File: src/rtl/counter_sweep_pkg.sv
// Shared types and default widths for the counter sweep sequencer.
// Build option SWEEP_CONT_EN is consumed by counter_sweep_ctrl, not here.
package counter_sweep_pkg;

   localparam int N_DEF  = 3;
   localparam int SW_DEF = 4;

   typedef enum logic [2:0] {
      IDLE,
      LOAD,
      UP,
      DOWN,
      FIN
   } state_t;

endpackage

File: src/rtl/univ_bin_counter.sv
// Universal binary up/down counter: sync clear, parallel load, enable, direction.
// Priority: reset > syn_clr > load > en.
module univ_bin_counter #(
   parameter int N = 3
) (
   input  logic         clk,
   input  logic         reset,
   input  logic         syn_clr,
   input  logic         load,
   input  logic         en,
   input  logic         up,
   input  logic [N-1:0] d,
   output logic         max_tick,
   output logic         min_tick,
   output logic [N-1:0] q
);

   always_ff @(posedge clk) begin
      if (reset)
         q <= '0;
      else if (syn_clr)
         q <= '0;
      else if (load)
         q <= d;
      else if (en)
         q <= up ? q + N'(1) : q - N'(1);
   end

   assign max_tick = (q == '1);
   assign min_tick = (q == '0);

endmodule

File: src/rtl/counter_sweep_ctrl.sv
// Triangular sweep sequencer driving one univ_bin_counter (lo -> hi -> lo, n times).
// Build option: define SWEEP_CONT_EN to accept n_sweeps==0 as "sweep until abort".
//
// state | meaning
// IDLE  | waiting for start; config checked here
// LOAD  | counter loaded with lo bound
// UP    | stepping up; one turnaround cycle at hi bound
// DOWN  | stepping down; sweep counted at lo bound
// FIN   | done pulse, back to IDLE
module counter_sweep_ctrl
   import counter_sweep_pkg::*;
#(
   parameter int N  = N_DEF,
   parameter int SW = SW_DEF
) (
   input  logic          clk,
   input  logic          reset,
   input  logic          start,
   input  logic          abort,
   input  logic          hold,
   input  logic [N-1:0]  lo_val,
   input  logic [N-1:0]  hi_val,
   input  logic [SW-1:0] n_sweeps,
   output logic [N-1:0]  q,
   output logic          up_dir,
   output logic          busy,
   output logic          done,
   output logic [SW-1:0] sweep_cnt,
   output logic          err
);

   state_t        state, state_n;
   logic [N-1:0]  lo_r, hi_r;
   logic [SW-1:0] n_r;
   logic [SW-1:0] sweep_nxt;
   logic          cfg_ok, cont;
   logic          accept, reject, inc, to_down, to_up;
   logic          cnt_clr, cnt_load, cnt_en, cnt_up;
   logic          max_tick, min_tick;

`ifdef SWEEP_CONT_EN
   assign cfg_ok = (lo_val < hi_val);
   assign cont   = (n_r == '0);
`else
   assign cfg_ok = (lo_val < hi_val) && (n_sweeps != '0);
   assign cont   = 1'b0;
`endif

   assign sweep_nxt = sweep_cnt + SW'(1);

   always_comb begin
      state_n  = state;
      cnt_clr  = 1'b0;
      cnt_load = 1'b0;
      cnt_en   = 1'b0;
      cnt_up   = 1'b0;
      accept   = 1'b0;
      reject   = 1'b0;
      inc      = 1'b0;
      to_down  = 1'b0;
      to_up    = 1'b0;
      if (state != IDLE && abort) begin
         cnt_clr = 1'b1;
         state_n = IDLE;
      end else if (hold && (state == LOAD || state == UP || state == DOWN)) begin
         state_n = state;
      end else begin
         case (state)
            IDLE: begin
               if (start) begin
                  if (cfg_ok) begin
                     accept  = 1'b1;
                     state_n = LOAD;
                  end else begin
                     reject = 1'b1;
                  end
               end
            end
            LOAD: begin
               cnt_load = 1'b1;
               state_n  = UP;
            end
            UP: begin
               if (q != hi_r) begin
                  cnt_en = 1'b1;
                  cnt_up = 1'b1;
               end else begin
                  to_down = 1'b1;
                  state_n = DOWN;
               end
            end
            DOWN: begin
               if (q != lo_r) begin
                  cnt_en = 1'b1;
               end else begin
                  inc = 1'b1;
                  if (!cont && sweep_nxt == n_r) begin
                     state_n = FIN;
                  end else begin
                     to_up   = 1'b1;
                     state_n = UP;
                  end
               end
            end
            FIN:     state_n = IDLE;
            default: state_n = IDLE;
         endcase
      end
   end

   always_ff @(posedge clk) begin
      if (reset) begin
         state     <= IDLE;
         lo_r      <= '0;
         hi_r      <= '0;
         n_r       <= '0;
         sweep_cnt <= '0;
         up_dir    <= 1'b1;
         err       <= 1'b0;
      end else begin
         state <= state_n;
         err   <= reject;
         if (accept) begin
            lo_r      <= lo_val;
            hi_r      <= hi_val;
            n_r       <= n_sweeps;
            sweep_cnt <= '0;
            up_dir    <= 1'b1;
         end
         if (inc)
            sweep_cnt <= sweep_nxt;
         if (to_down)
            up_dir <= 1'b0;
         if (to_up)
            up_dir <= 1'b1;
      end
   end

   assign busy = (state != IDLE);
   // An abort landing on FIN cancels the completion pulse as well.
   assign done = (state == FIN) && !abort;

   univ_bin_counter #(.N(N)) u_cnt (
      .clk      (clk),
      .reset    (reset),
      .syn_clr  (cnt_clr),
      .load     (cnt_load),
      .en       (cnt_en),
      .up       (cnt_up),
      .d        (lo_r),
      .max_tick (max_tick),
      .min_tick (min_tick),
      .q        (q)
   );

   // Turning at the bounds means the counter is never stepped past its range.
   no_wrap_a: assert property (@(posedge clk) disable iff (reset)
      !(cnt_en && ((cnt_up && max_tick) || (!cnt_up && min_tick))));

endmodule

File: config.mk
export PLATFORM = sky130hd
export DESIGN_NAME = counter_sweep_ctrl
export DESIGN_NICKNAME = d
export VERILOG_FILES = /design/src/rtl/counter_sweep_pkg.sv /design/src/rtl/univ_bin_counter.sv /design/src/rtl/counter_sweep_ctrl.sv
export SDC_FILE = /design/constraint.sdc
export NUM_CORES = 1
export LEC_CHECK = 0
export BUFFER_PORTS_ARGS = -buffer_cell sky130_fd_sc_hd__buf_2
export CAP_MARGIN = 40
export CORE_ASPECT_RATIO = 1.2
export CORE_MARGIN = 1.5
export CORE_UTILIZATION = 40
export CTS_CLUSTER_DIAMETER = 100
export DETAILED_ROUTE_END_ITERATION = 10
export PLACE_DENSITY = 0.63
export SYNTH_ARGS = -nofsm -noshare
export SYNTH_HDL_FRONTEND = slang
export SYNTH_HIERARCHICAL = 1
export SYNTH_SLANG_ARGS = --single-unit
File: constraint.sdc
create_clock -name clk -period 6.5 [get_ports clk]
set_input_delay 0.975 -clock clk [delete_from_list [all_inputs] [get_ports clk]]
set_output_delay 0.975 -clock clk [all_outputs]
set_load 0.05 [all_outputs]
==> results of run 1 <==
## area by class of cell
cell class / instances / area (µm²)
clock buffers: 3 / 22.5
fillers: 316 / 1600
inverters: 10 / 37.5
multi-input cells: 111 / 762
flip-flops and latches: 22 / 440
well taps: 36 / 45.0
repair buffers: 25 / 125
## layout by cell type, fill, tap and decap left out, types with 3 or more instances in the layout
master     n
nand3_1   14
nand2_1    5
xor2_1     3
nor3_1    11
xnor2_1    9
o21ai_0   11
a21oi_1   13
ha_1       3
inv_1     10
clkbuf_4   3
nand2b_1   3
buf_2     25
dfxtp_1   22
nor2b_1    3
## worst max-delay path by stage
stage / cells after the start / start / end / slack [ns]
after floorplan: 1 / abort / done / 2.91
after global placement: 8 / hold / u_cnt/q[2] / 3.44
after detailed placement: 8 / hold / u_cnt/q[2] / 3.32
after CTS: 8 / hold / u_cnt/q[2] / 3.65
after global routing: 8 / hold / u_cnt/q[2] / 3.61
final: 8 / hold / u_cnt/q[2] / 3.65
## report_power, final
group / switching [mW] / leakage, nW / total (mW) / internal, mW
clock: 0.0400 / 0.0138 / 0.0616 / 0.0216
combinational: 0.0337 / 0.380 / 0.0514 / 0.0177
sequential: 0.00492 / 0.179 / 0.145 / 0.140
## layer usage
layer	vias up	global-route usage, %	wire length, µm
met1	553	24.1	1390
met2	21	29.8	1400
met3	2	2.53	103
met5	-	0	0
met4	0	8.44	25
li1	591	-	-
## sequential cells by signal, indices dropped and copies added, names as in the netlist
name,cells
up_dir,1
lo_r,3
sweep_cnt,4
u_cnt/q,3
state,3
err,1
n_r,4
hi_r,3
## critical path: cells and delay by family
| kind | cells | cell delay (ns) |
|---|---|---|
| compound gates | 2 | 0.43 |
| buf+inv | 2 | 0.23 |
| xor+xnor | 1 | 0.16 |
| fa+ha+maj | 1 | 0.39 |
| simple gates | 2 | 0.87 |
## metrics by stage
stage / cells / hold WS, ns
2_1_floorplan: 150 / 0.465
3_3_place_gp: 204 / 0.482
3_5_place_dp: 204 / 0.482
4_1_cts: 207 / 0.499
5_1_grt: 207 / 0.528
6_report: 207 / 0.498
==> key figures, run 1 <==
STA
  • RSZ-0062 raised after global routing: no
  • Slew Limit Fails: 0
  • Measured slew at the worst slew-check pin: 0.804 ns
  • Slew margin rel.: 45.9%
  • Setup_tns: 0 ns
  • Clock skew: 0.00364 ns
  • Count of final setup violators: 0
  • Max Freq: 351 MHz
  • Period utilization: 43.8%
  • Final Hold Viols: 0
  • Final worst setup slack: 3.65 ns
  • Min Clock Period, post-route: 2.85 ns

Pwr
  • Static Leak: 0.572 nW
  • Power Dens Cells: 180 nW/µm²
  • Tot Pwr: 0.258 mW
  • Worst vdd ir: 0.112 mV

Placement
  • Dpl hpwl: 2.16 mm
  • GPL Wtd Cong: 0.788
  • DP Worst Slack: 3.32 ns
  • Port Buffers: 25
  • Dpl cell area: 1410 µm²

CTS
  • Post_cts resized: 0
  • Clk Latency, worst-skew pair: 0.30 ns
  • Post-CTS Setup Repair Bufs: 0
  • CTS Hold Buffers Added: 0
  • Reg clk slew, reported paths: 0.12 ns
  • TritonCTS clock tree: done
  • Total CTS buffers: 3
  • H-tree depth: 1
  • Clk sinks: 22
  • Worst-case clock buffer depth: 2
  • Root Buffer: clkbuf_4

Worst setup path
  • CP Data Required Time: 6.70 ns
  • Startpoint type of the worst setup path: input pin
  • Reg2Reg Setup Slack: 4.01 ns
  • Reg2Reg Capture Point: u_cnt/q[2]
  • CP endpoint kind: register
  • CP arrival: 3.05 ns
  • Crit Path Class: in -> reg
  • Register-to-Register Path Depth: 7
  • CP Max Fanout: 4
  • Worst path cell trace: buf_2 > or4b_4 > nor3b_1 > inv_1 > fa_1 > xor2_1 > o21a_1 > o31a_1
  • CP peak stage delay: 0.54 ns
  • Worst path slowest cell: or4b_4
  • Crit Reg-Reg Startpoint: state[1]

Floorplan
  • Starting Density: 41.8%
  • FP Rows: 22
  • Die span in y: 64.6 µm
  • Core Area: 3030 µm²
  • Die area: 3510 µm²
  • Die Wd: 54.4 µm
  • IO Pins: 26

Synthesis
  • Syn avg cell area: 8.44 µm²
  • Syn nets: 169
  • Yosys warns: 6
  • Post-Syn Area: 1270 µm²
  • Cells after synthesis: 150

Flow run
  • Max_cap viols: 0

Detailed routing
  • Vias per inst: 5.64
  • WL/cell: 14.1 µm
  • Antenna-violating nets left: 0
  • Iter 0 DRT Violations: 20
  • Vias: 1,167
  • DRT Wirelength: 2.93 mm
  • Drt pass-1 iters: 4
  • DRC: 0

Worst hold path
  • Hold Crit Class: reg -> reg
  • Hold path cells: 2
  • Hold Path End: hi_r[0]
  • Min-delay src: hi_r[0]

Global route
  • Global-route wire length before repair: 4.90 mm
  • Congestion Overflow GR: 0
  • Initial antenna violation count: 0
  • Number of global-route vias before repair: 1,091
  • Largest net degree at the start of global routing: 22
  • Total global routing track utilization: 18.6%

Final layout
  • Share of cells above drive strength 1: 19.3%
  • Layout Utilization: 47.3%
  • Layout overhead on the synthesized area: 13.1%
  • Fin area: 1430 µm²
  • ANT cells: 0
  • Final net count: 192

Run status
  • Outcome: finished, final reports clean
No activity file was read; power rests on OpenSTA's default activity.
==> run 2: changes to the inputs <==
clock period = 2.9 ns   (was 6.5 ns; I/O delays follow)
==> run 2 against run 1 <==
  * Via count is 2.9% higher
  * Final cell count up 0.48%
  * Core utilization rose by 0.45 points
  * Clock skew about the same
  * Worst setup slack got worse by 3.2 ns
  * Flip-flop and latch count did not move
  * Critical path type is now reg -> reg
==> key figures, run 2 (synthesis results as in run 1) <==
STA
  • Setup_tns: 0 ns
  • Period utilization: 84.0%
  • Final Hold Viols: 0
  • Min Clock Period, post-route: 2.44 ns
  • Clock skew: 0.00388 ns
  • Measured slew at the worst slew-check pin: 0.842 ns
  • Final worst setup slack: 0.464 ns
  • Count of final setup violators: 0
  • Slew Limit Fails: 0
  • Max Freq: 411 MHz
  • Slew margin rel.: 43.4%
  • RSZ-0062 raised after global routing: no

CTS
  • Post-CTS Setup Repair Bufs: 0
  • Reg clk slew, reported paths: 0.13 ns
  • Clk sinks: 22
  • TritonCTS clock tree: done
  • Worst-case clock buffer depth: 2
  • Root Buffer: clkbuf_4
  • H-tree depth: 1
  • Post_cts resized: 0
  • Clk Latency, worst-skew pair: 0.31 ns
  • CTS Hold Buffers Added: 0
  • Total CTS buffers: 3

Worst hold path
  • Hold Crit Class: in -> reg
  • Min-delay src: n_sweeps[1]
  • Hold Path End: n_r[1]
  • Hold path cells: 3

Detailed routing
  • DRT Wirelength: 2.86 mm
  • WL/cell: 13.8 µm
  • Vias per inst: 5.77
  • Iter 0 DRT Violations: 24
  • Vias: 1,201
  • DRC: 0
  • Antenna-violating nets left: 0
  • Drt pass-1 iters: 4

Final layout
  • Layout overhead on the synthesized area: 14.2%
  • Share of cells above drive strength 1: 19.8%
  • Fill cell count: 303
  • Final net count: 192
  • Commonest non-fill, non-tap cell in the layout: buf_2
  • Top Registers: n_r: 4 flops, sweep_cnt: 4 flops
  • ANT cells: 0
  • Most used cells in the layout excluding fill and tap cells: buf_2 (25), dfxtp_1 (22), nand3_1 (14), a21oi_1 (13)
  • FF/Latch Area: 440 µm²
  • Multi-input logic area: 762 µm²

Worst setup path
  • CP arrival: 2.65 ns
  • CP Max Fanout: 7
  • CP endpoint kind: register
  • Reg2Reg Setup Slack: 0.46 ns
  • Reg2Reg Capture Point: u_cnt/q[2]
  • Startpoint type of the worst setup path: register
  • Register-to-Register Path Depth: 7
  • Crit Path Class: reg -> reg
  • CP Data Required Time: 3.12 ns
  • Crit Reg-Reg Startpoint: state[1]

Global route
  • Total global routing track utilization: 18.4%
  • Global-route wire length before repair: 4.79 mm
  • Met1 GRT Util: 23.3%
  • Grt peak-use layer: met2
  • Met3 Resource Use GR: 2.30%
  • Largest net degree at the start of global routing: 22
  • Met2 Use GR: 30.6%
  • Number of global-route vias before repair: 1,087
  • Congestion Overflow GR: 0
  • Initial antenna violation count: 0

Flow run
  • Max_cap viols: 0

Run status
  • Outcome: finished, final reports clean

Floorplan
  • FP Rows: 22
  • Die area: 3510 µm²
  • Die Wd: 54.4 µm
  • Core Area: 3030 µm²
  • IO Pins: 26
  • Die span in y: 64.6 µm
  • Starting Density: 41.8%

Pwr
  • Worst vdd ir: 0.265 mV
  • Power Dens Cells: 425 nW/µm²
  • Static Leak: 0.579 nW

Placement
  • Dpl hpwl: 2.12 mm
  • GPL Wtd Cong: 0.753
  • Port Buffers: 25
  • DP Worst Slack: 0.347 ns
-- run 2: layout make-up --
cell class / instances / area share [%]
inverters: 10 / 2.60
clock buffers: 4 / 2.51
well taps: 36 / 3.11
multi-input cells: 111 / 52.7
repair buffers: 25 / 8.65
flip-flops and latches: 22 / 30.4
-- run 2: worst max-delay path, stage by stage (launching register included) --
cell	delay, ns
dfxtp_1	0.46
or4b_4	0.52
nor3b_1	0.30
inv_1	0.10
fa_1	0.39
xor2_1	0.17
o21a_1	0.18
o31a_1	0.23
-- run 2: power breakdown --
| part | total, mW | switching (mW) | internal, mW |
|---|---|---|---|
| logic | 0.115 | 0.0753 | 0.0397 |
| clock network | 0.175 | 0.0984 | 0.0767 |
| registers | 0.325 | 0.0108 | 0.314 |
-- run 2: metal layers --
layer,wire length (µm),part of all wire (%),vias up
met1,1320,46,577
met3,113,3.9,5
met2,1380,48,28
li1,-,-,591
met5,0,0,-
met4,46,1.6,0
-- run 2: worst max-delay path by stage --
stage,start,endpoint,slack (ns),cells after the start
global placement,hold,u_cnt/q[2],0.38,8
floorplan,state[0],done,0.33,2
CTS,state[1],u_cnt/q[2],0.49,7
detailed placement,hold,u_cnt/q[2],0.35,8
global route,state[1],u_cnt/q[2],0.33,7
finish,state[1],u_cnt/q[2],0.46,7
-- run 2: metrics by stage --
step / util (%) / std cells / power, mW / hold WS [ns] / cell area (µm²)
finish: 47.8 / 208 / 0.615 / 0.365 / 1450
global route: 47.8 / 208 / 0.650 / 0.363 / 1450
CTS: 47.8 / 208 / 0.621 / 0.362 / 1450
detailed placement: 46.6 / 204 / 0.447 / 0.486 / 1410
global placement: 46.6 / 204 / 0.444 / 0.483 / 1410
floorplan: - / 150 / 0.413 / 0.465 / 1270
==> run 3: changes to the inputs <==
PLACE_DENSITY = 0.66   (was 0.63)
clock period = 2.1 ns   (was 2.9 ns; I/O delays follow)
==> run 3 against run 2 <==
  * The flow now finishes with violations (negative setup slack)
  * Cell area rose by 9.6%
  * Hold slack got worse by 0.12 ns
  * Die area did not move
  * Global-route usage rose by 1.1 points
  * Critical path depth did not move
  * Total power rose by 56%
  * Final cell count rose by 6.3%
  * Largest cell class unchanged
  * Highest routed layer unchanged
==> key figures, run 3 (synthesis results as in run 1) <==
Run status
  • Outcome: finished with violations
  • Failing checks: negative setup slack

Global route
  • Global-route wire length before repair: 5.15 mm
  • Initial antenna violation count: 0
  • Met2 Use GR: 33.0%
  • Total global routing track utilization: 19.5%
  • Congestion Overflow GR: 0
  • Met3 Resource Use GR: 3.00%
  • Met1 GRT Util: 24.4%
  • Number of global-route vias before repair: 1,175
  • Largest net degree at the start of global routing: 22
  • Grt peak-use layer: met2

Worst setup path
  • Reg2Reg Capture Point: u_cnt/q[1]
  • CP Max Fanout: 2
  • CP endpoint kind: register
  • Reg2Reg Setup Slack: -0.003 ns
  • CP Data Required Time: 2.29 ns
  • Crit Reg-Reg Startpoint: state[2]
  • Startpoint type of the worst setup path: register
  • Register-to-Register Path Depth: 7
  • Crit Path Class: reg -> reg
  • CP arrival: 2.30 ns

Pwr
  • Worst vdd ir: 0.357 mV
  • Tot Pwr: 0.962 mW
  • Power Dens Cells: 607 nW/µm²
  • Static Leak: 0.658 nW

Worst hold path
  • Hold path cells: 3
  • Min-delay src: n_sweeps[0]
  • Hold Path End: n_r[0]
  • Hold Crit Class: in -> reg

Detailed routing
  • Iter 0 DRT Violations: 46
  • DRC: 0
  • WL/cell: 13.5 µm
  • Antenna-violating nets left: 0
  • Vias: 1,236
  • Vias per inst: 5.59
  • DRT Wirelength: 2.98 mm
  • Drt pass-1 iters: 4

Floorplan
  • Die area: 3510 µm²
  • IO Pins: 26
  • Starting Density: 41.8%
  • Die Wd: 54.4 µm
  • Core Area: 3030 µm²
  • Die span in y: 64.6 µm
  • FP Rows: 22

Final layout
  • Commonest non-fill, non-tap cell in the layout: buf_2
  • Layout Utilization: 52.4%
  • Final non-filler cell total: 221
  • Fin area: 1590 µm²
  • Final net count: 205
  • Fill cell count: 315
  • Layout overhead on the synthesized area: 25.2%
  • Share of cells above drive strength 1: 29.2%
  • Most used cells in the layout excluding fill and tap cells: buf_2 (25), dfxtp_1 (18), nand3_1 (14), a21oi_1 (13), buf_4 (13)
  • Top Registers: n_r: 4 flops, sweep_cnt: 4 flops
  • ANT cells: 0

STA
  • Final Hold Viols: 0
  • Clock skew: 0.00574 ns
  • Slew Limit Fails: 0
  • Final worst setup slack: -0.00322 ns
  • Worst hold slack: 0.245 ns
  • Count of final setup violators: 2
  • Max Freq: 475 MHz
  • Slew margin rel.: 71.6%
  • Min Clock Period, post-route: 2.10 ns
  • RSZ-0062 raised after global routing: yes
  • Measured slew at the worst slew-check pin: 0.423 ns
  • Period utilization: 100%

CTS
  • Worst-case clock buffer depth: 2
  • Clk sinks: 22
  • TritonCTS clock tree: done
  • Reg clk slew, reported paths: 0.13 ns
  • Clk Latency, worst-skew pair: 0.31 ns
  • CTS Hold Buffers Added: 0
  • Total CTS buffers: 3
  • H-tree depth: 1
  • Root Buffer: clkbuf_4

Placement
  • Placed insts: 217
  • Dpl hpwl: 2.30 mm
  • Port Buffers: 25
  • GPL Wtd Cong: 0.713
  • Dpl cell area: 1530 µm²

Flow run
  • Max_cap viols: 0
## run 3: worst max path at each step
stage	from	cells after the start	endpoint	slack, ns
final	state[2]	7	u_cnt/q[1]	-0.003
after global routing	state[2]	7	u_cnt/q[2]	-0.1
after CTS	state[2]	7	u_cnt/q[2]	-0.03
after detailed placement	abort	8	u_cnt/q[2]	-0.20
after global placement	abort	8	u_cnt/q[2]	-0.13
after floorplan	abort	7	u_cnt/q[2]	-0.04
## run 3: routing by layer
layer  up-vias  routed length (µm)
met5         -                   0
met4         0                  48
li1        614                   -
met3         6                 121
met1       589                1260
met2        27                1550
## run 3: repair_timing
item                                    4_1_cts  5_1_grt
setup buffers                                 0        0
gates resized for setup                       0        1
pin swaps                                     1        0
endpoints found under the setup margin        2        2
## run 3: final cells by class
class | instances | area (µm²) | share of cell area [%]
flip-flops and latches | 22 | 445 | 28.1
multi-input cells | 111 | 782 | 49.3
clock buffers | 3 | 22.5 | 1.42
repair buffers | 38 | 223 | 14.0
well taps | 36 | 45.0 | 2.84
clock inverters | 1 | 30.0 | 1.89
inverters | 10 | 37.5 | 2.37
## run 3: where the power goes
part / total (mW) / switching, mW / internal [mW]
Clock: 0.331 / 0.138 / 0.193
Sequential: 0.450 / 0.0160 / 0.434
Combinational: 0.181 / 0.108 / 0.0731
Total: 0.962 / 0.262 / 0.700
## run 3: worst max-delay path, stage by stage (launching register included)
cell and delay [ns]:
dfxtp_1 0.34, or4b_4 0.51, nor3b_4 0.19, inv_1 0.07
fa_2 0.40, mux2_2 0.27, mux2i_1 0.13, nor3_1 0.07
## run 3: per-stage QoR
step / setup TNS (ns) / setup slack (ns)
CTS: -0.0466 / -0.0254
floorplan: -0.0423 / -0.0423
detailed placement: -0.376 / -0.203
global placement: -0.230 / -0.131
finish: -0.00591 / -0.00322
global route: -0.174 / -0.0995
